==> src/rtl/pedo_weight_regfile.sv <==
// Double-buffered weight register file and step accumulator for the pedometer classifier.
// Optional macro STEP_SAT_EN: saturate total_steps at all-ones instead of wrapping.
module pedo_weight_regfile #(
   parameter int DATA_W    = 8,
   parameter int NUM_REGS  = 8,
   parameter int ADDR_W    = 3,
   parameter int STEP_W    = 16,
   parameter int RESET_VAL = 10
) (
   input  logic                       clk,
   input  logic                       reset,
   input  logic                       we1,
   input  logic [ADDR_W-1:0]          addr1,
   input  logic [DATA_W-1:0]          data1,
   input  logic                       we2,
   input  logic [ADDR_W-1:0]          addr2,
   input  logic [DATA_W-1:0]          data2,
   input  logic                       commit,
   input  logic [ADDR_W-1:0]          rd_addr,
   output logic [DATA_W-1:0]          rd_data,
   output logic [NUM_REGS*DATA_W-1:0] weights,
   output logic                       pending,
   input  logic                       step_inc,
   input  logic                       step_clr,
   output logic [STEP_W-1:0]          total_steps,
   output logic                       step_ovf
);

   localparam logic [DATA_W-1:0] RV       = DATA_W'(RESET_VAL);
   localparam logic [STEP_W-1:0] STEP_MAX = '1;

   logic [DATA_W-1:0] shadow_q [NUM_REGS];
   logic [DATA_W-1:0] shadow_d [NUM_REGS];
   logic [DATA_W-1:0] active_q [NUM_REGS];
   logic [DATA_W-1:0] active_d [NUM_REGS];
   logic [DATA_W-1:0] rd_q, rd_d;
   logic              pend_q, pend_d;
   logic [STEP_W-1:0] steps_q, steps_d;
   logic              ovf_q, ovf_d;
   logic              wr_any;

   // Out-of-range addresses match no register, so they write and read nothing.
   always_comb begin
      shadow_d = shadow_q;
      rd_d     = '0;
      wr_any   = 1'b0;
      for (int i = 0; i < NUM_REGS; i++) begin
         if (we1 && addr1 == ADDR_W'(i)) begin
            shadow_d[i] = data1;
            wr_any      = 1'b1;
         end
         if (we2 && addr2 == ADDR_W'(i)) begin
            shadow_d[i] = data2;
            wr_any      = 1'b1;
         end
         if (rd_addr == ADDR_W'(i)) begin
            rd_d = shadow_q[i];
         end
      end
      active_d = commit ? shadow_d : active_q;
      if (commit) begin
         pend_d = 1'b0;
      end else begin
         pend_d = pend_q | wr_any;
      end
   end

   always_comb begin
      steps_d = steps_q;
      ovf_d   = ovf_q;
      if (step_clr) begin
         steps_d = '0;
         ovf_d   = 1'b0;
      end else if (step_inc) begin
         if (steps_q == STEP_MAX) begin
            ovf_d = 1'b1;
`ifdef STEP_SAT_EN
            steps_d = STEP_MAX;
`else
            steps_d = '0;
`endif
         end else begin
            steps_d = steps_q + 1'b1;
         end
      end
   end

   always_ff @(posedge clk or posedge reset) begin
      if (reset) begin
         for (int i = 0; i < NUM_REGS; i++) begin
            shadow_q[i] <= RV;
            active_q[i] <= RV;
         end
         rd_q    <= '0;
         pend_q  <= 1'b0;
         steps_q <= '0;
         ovf_q   <= 1'b0;
      end else begin
         shadow_q <= shadow_d;
         active_q <= active_d;
         rd_q     <= rd_d;
         pend_q   <= pend_d;
         steps_q  <= steps_d;
         ovf_q    <= ovf_d;
      end
   end

   always_comb begin
      weights = '0;
      for (int i = 0; i < NUM_REGS; i++) begin
         weights[i*DATA_W +: DATA_W] = active_q[i];
      end
   end

   assign rd_data     = rd_q;
   assign pending     = pend_q;
   assign total_steps = steps_q;
   assign step_ovf    = ovf_q;

endmodule

==> config.mk <==
export PLATFORM = sky130hd
export DESIGN_NAME = pedo_weight_regfile
export DESIGN_NICKNAME = d
export VERILOG_FILES = /design/src/rtl/pedo_weight_regfile.sv
export SDC_FILE = /design/constraint.sdc
export NUM_CORES = 1
export LEC_CHECK = 0
export ABC_AREA = 1
export BUFFER_PORTS_ARGS = -buffer_cell sky130_fd_sc_hd__buf_2
export CAP_MARGIN = 20
export CORE_UTILIZATION = 39
export DETAILED_ROUTE_END_ITERATION = 12
export GPL_TIMING_DRIVEN = 0
export PLACE_DENSITY = 0.58
export RECOVER_POWER = 50
export SLEW_MARGIN = 20
export SYNTH_ARGS = -nofsm -noshare
export SYNTH_HDL_FRONTEND = slang
export SYNTH_SLANG_ARGS = --single-unit
==> constraint.sdc <==
create_clock -name clk -period 5.81 [get_ports clk]
set_input_delay 0 -clock clk [delete_from_list [all_inputs] [get_ports clk]]
set_output_delay 0 -clock clk [all_outputs]
set_load 0.02 [all_outputs]
==> reports/qor.csv <==
stage;metric;value;unit
synthesis;syn avg cell area;7.63;µm²
hold_path;Worst Hold Class;input pin to flop;
worst_setup_path;critical path launch point;reset;
detailed_routing;vias;7017;
clock_tree;clk slew on worst S/H paths;0.07;ns
final_layout;Area growth, synth to finish;18.7;%
sta;fmax;437;MHz
sta;Final Critical Period;2.29;ns
sta;clk_skew;0.00845;ns
worst_setup_path;crit end category;asynchronous set/reset pin;
clock_tree;worst skew pair latency;0.43;ns
worst_setup_path;Slowest-stage cell, CP;clkinvlp_2;
clock_tree;Num CTS Buffers;17;
die;core area;0.0190;mm²
place;GP Congestion;0.893;
hold_path;HP Start;data1[7];
synthesis;synth unique cells;28;
synthesis;Post-Syn Area;0.00765;mm²
sta;WHS;0.0598;ns
power_and_ir_drop;Comb pwr share;20.6;%
detailed_routing;vias per cell;4.98;
power_and_ir_drop;internal power;2.18;mW
global_routing;first-pass GRT wire length;37.0;mm
place;Port Buffers;111;
power_and_ir_drop;PD cells;357;mW/mm²
place;post-DP HPWL;16.7;mm
worst_setup_path;critical-path cell list;dlygate4sd3_1 > buf_2 > clkinvlp_2 > buf_16;
power_and_ir_drop;sw frac;32.6;%
synthesis;YS warnings;0;
die;Die Area;0.0202;mm²
run_status;failing checks;max-capacitance violations, max-slew violations;
clock_tree;clock buffer depth;2;
power_and_ir_drop;Power, Total;3.24;mW
detailed_routing;Avg WL per Cell;16.8;µm
power_and_ir_drop;Clock power frac;35.7;%
sta;Final Cycle Share;39.4;%
power_and_ir_drop;Worst VDD drop;0.000216;V
die;FP Rows;50;
worst_setup_path;Arrival @ worst endpoint;2.81;ns
synthesis;syn_nets;1035;
global_routing;total track usage;24.6;%
detailed_routing;initial detailed-routing violation count;620;
die;chip width;142;µm
global_routing;vias in the first global route;6379;
worst_setup_path;reg2reg start;total_steps[1];
detailed_routing;Residual DRC;0;
clock_tree;Root Driver;clkbuf_16;
detailed_routing;DRT antenna net count;0;
power_and_ir_drop;Reg power frac;43.8;%
power_and_ir_drop;Psw;1.05;mW
die;IO Pins;122;
worst_setup_path;Buf/Inv on CP;4;
sta;final number of hold-violating endpoints;0;
global_routing;initial antenna violation count;0;
detailed_routing;TritonRoute pass-1 iters;5;
worst_setup_path;critical path data required time;6.33;ns
clock_tree;clk sinks;154;
worst_setup_path;CP startpoint kind;input pin;
global_routing;pin count of the biggest net entering global routing;92;
clock_tree;CTS tree;done;
sta;RSZ-0062 raised after global routing;no;
worst_setup_path;max incr delay on CP;1.63;ns
die;Die Height;142;µm
synthesis;sequential fraction of the synthesis area;50.9;%
synthesis;Syn Inst Count;1002;
synthesis;#FFs+latches synth;154;
sta;Slew headroom;-95.8;%
worst_setup_path;Top Family by Delay on Critical Path;buffers and inverters;
power_and_ir_drop;P_leak;4.66;nW
sta;setup violators final;0;
clock_tree;# resized after CTS;0;
sta;Slew Viols, Final;64;
detailed_routing;drt total wl;23.7;mm
final_layout;Inserted Diodes;0;
run_status;status;finished, violations left;
sta;Slew @ Worst Pin;2.92;ns
worst_setup_path;CP Max Fanout;91;
die;initial cell density of the core;40.3;%
global_routing;gr ovfl total;0;
clock_tree;H-Tree Depth;4;
final_layout;share of layout cells above drive strength 1;13.4;%
job;max cap viols;1;
final_layout;Total Nets Final;1170;
worst_setup_path;CP Class;input pin to asynchronous set/reset pin;
[synth_stat cells]
library cell / number / area [µm²]
dfstp_2: 32 / 841
nor3_1: 3 / 15.0
inv_1: 107 / 402
o21ai_0: 6 / 30.0
or2_2: 1 / 6.26
ha_1: 1 / 12.5
nor2_4: 6 / 67.6
dfrtp_1: 122 / 3050
buf_2: 14 / 70.1
nand2_2: 5 / 31.3
buf_4: 2 / 15.0
xnor2_1: 2 / 17.5
clkbuf_1: 21 / 78.8
nor2_8: 1 / 20.0
a21oi_1: 55 / 275
nor2_1: 115 / 432
xor2_1: 2 / 17.5
o21ai_1: 66 / 330
nand2_1: 335 / 1260
nand2_4: 5 / 56.3
a21oi_2: 12 / 105
nand3_1: 20 / 100
nand4_1: 52 / 325
clkinv_1: 1 / 3.75
inv_4: 1 / 6.26
nor2_2: 5 / 31.3
nand4_2: 1 / 12.5
inv_2: 9 / 33.8
[tightest hold or removal path, stage by stage]
cell and delay [ns]:
buf_2 0.20, nand2_1 0.08, nand2_1 0.06, a21oi_1 0.08
inv_1 0.05
[kinds of logic (layout without fill, tap and decap cells)]
group | count (synthesis) | after routing | share of synthesized area (%)
flops | 154 | 154 | 50.9
xor+xnor | 4 | 4 | 0.458
fa+ha+maj | 1 | 1 | 0.164
simple gates | 549 | 549 | 30.8
buf+inv | 155 | 302 | 7.97
compound gates | 139 | 139 | 9.69
[area by class of cell]
cell class | count | area (µm²)
repair buffers | 116 | 538
flip-flops and latches | 154 | 3890
well taps | 260 | 325
clock inverters | 11 | 146
plain buffers | 37 | 160
clock buffers | 20 | 457
multi-input cells | 693 | 3110
inverters | 118 | 447
fillers | 1935 | 9880
[state kept, by name, summed over array words and instances (netlist names)]
register	flops
pending	1
rd_data	8
shadow_q	64
step_ovf	1
total_steps	16
weights	64
[routing by layer]
metal  global-route usage (%)  part of all wire [%]  vias to the layer above
met4                     9.96                   2.7                        0
met2                     35.4                    43                      250
met5                        0                     0                        -
li1                         -                     -                     3438
met3                     5.18                   6.5                       42
met1                     35.9                    48                     3287
[power groups by stage]
stage | Combinational (mW) | Sequential, mW | Clock (mW)
final | 0.666 | 1.42 | 1.15
after global routing | 0.745 | 1.44 | 1.21
after CTS | 0.699 | 1.41 | 1.17
after detailed placement | 0.696 | 1.42 | 0
after global placement | 0.680 | 1.43 | 0
after floorplan | 0.333 | 1.52 | 0
[worst paths after layout]
path	end	depth (start not counted)	slack, ns
hold reg to reg	weights[33]	2	0.47
min in group asynchronous	weights[0]	3	0.94
setup reg to reg	total_steps[14]	8	4.02
max in group clk	total_steps[14]	8	4.02
hold / removal	shadow_q[63]	5	0.06
setup / recovery	shadow_q[11]	4	3.52
[placed cells by master, fill, tap and decap left out, types with 3 or more instances in the layout]
cell type	Yosys	final
dfstp_2	32	29
clkinvlp_4	0	5
inv_1	107	106
nand2_4	5	5
inv_2	9	9
nor2_1	115	115
a21oi_1	55	64
clkbuf_16	0	17
nor2_4	6	6
nand2_2	5	5
nand4_1	52	52
dfrtp_1	122	122
buf_2	14	54
nor2_2	5	5
a21oi_2	12	3
nor3_1	3	3
dlygate4sd3_1	0	4
nand2_1	335	335
o21ai_1	66	66
bufinv_16	0	3
dfstp_1	0	3
nand3_1	20	20
clkbuf_1	21	93
o21ai_0	6	6
[through the flow]
stage               std cells  cell area, µm²  util (%)  setup TNS (ns)  worst slack (ns)
floorplan                1002            7650         -               0              1.71
global placement         1373            8530      45.0          -32.33            -0.280
detailed placement       1374            8560      45.2               0              4.02
CTS                      1409            9210      48.6               0              4.00
global route             1409            9080      47.9               0              3.04
finish                   1409            9080      47.9               0              3.52
[timing repair]
item | CTS | global route
endpoints found under the hold margin | 70 | 0
hold buffers | 4 | 0
buffers inserted | 0 | 0
No activity file was read; power rests on OpenSTA's default activity.
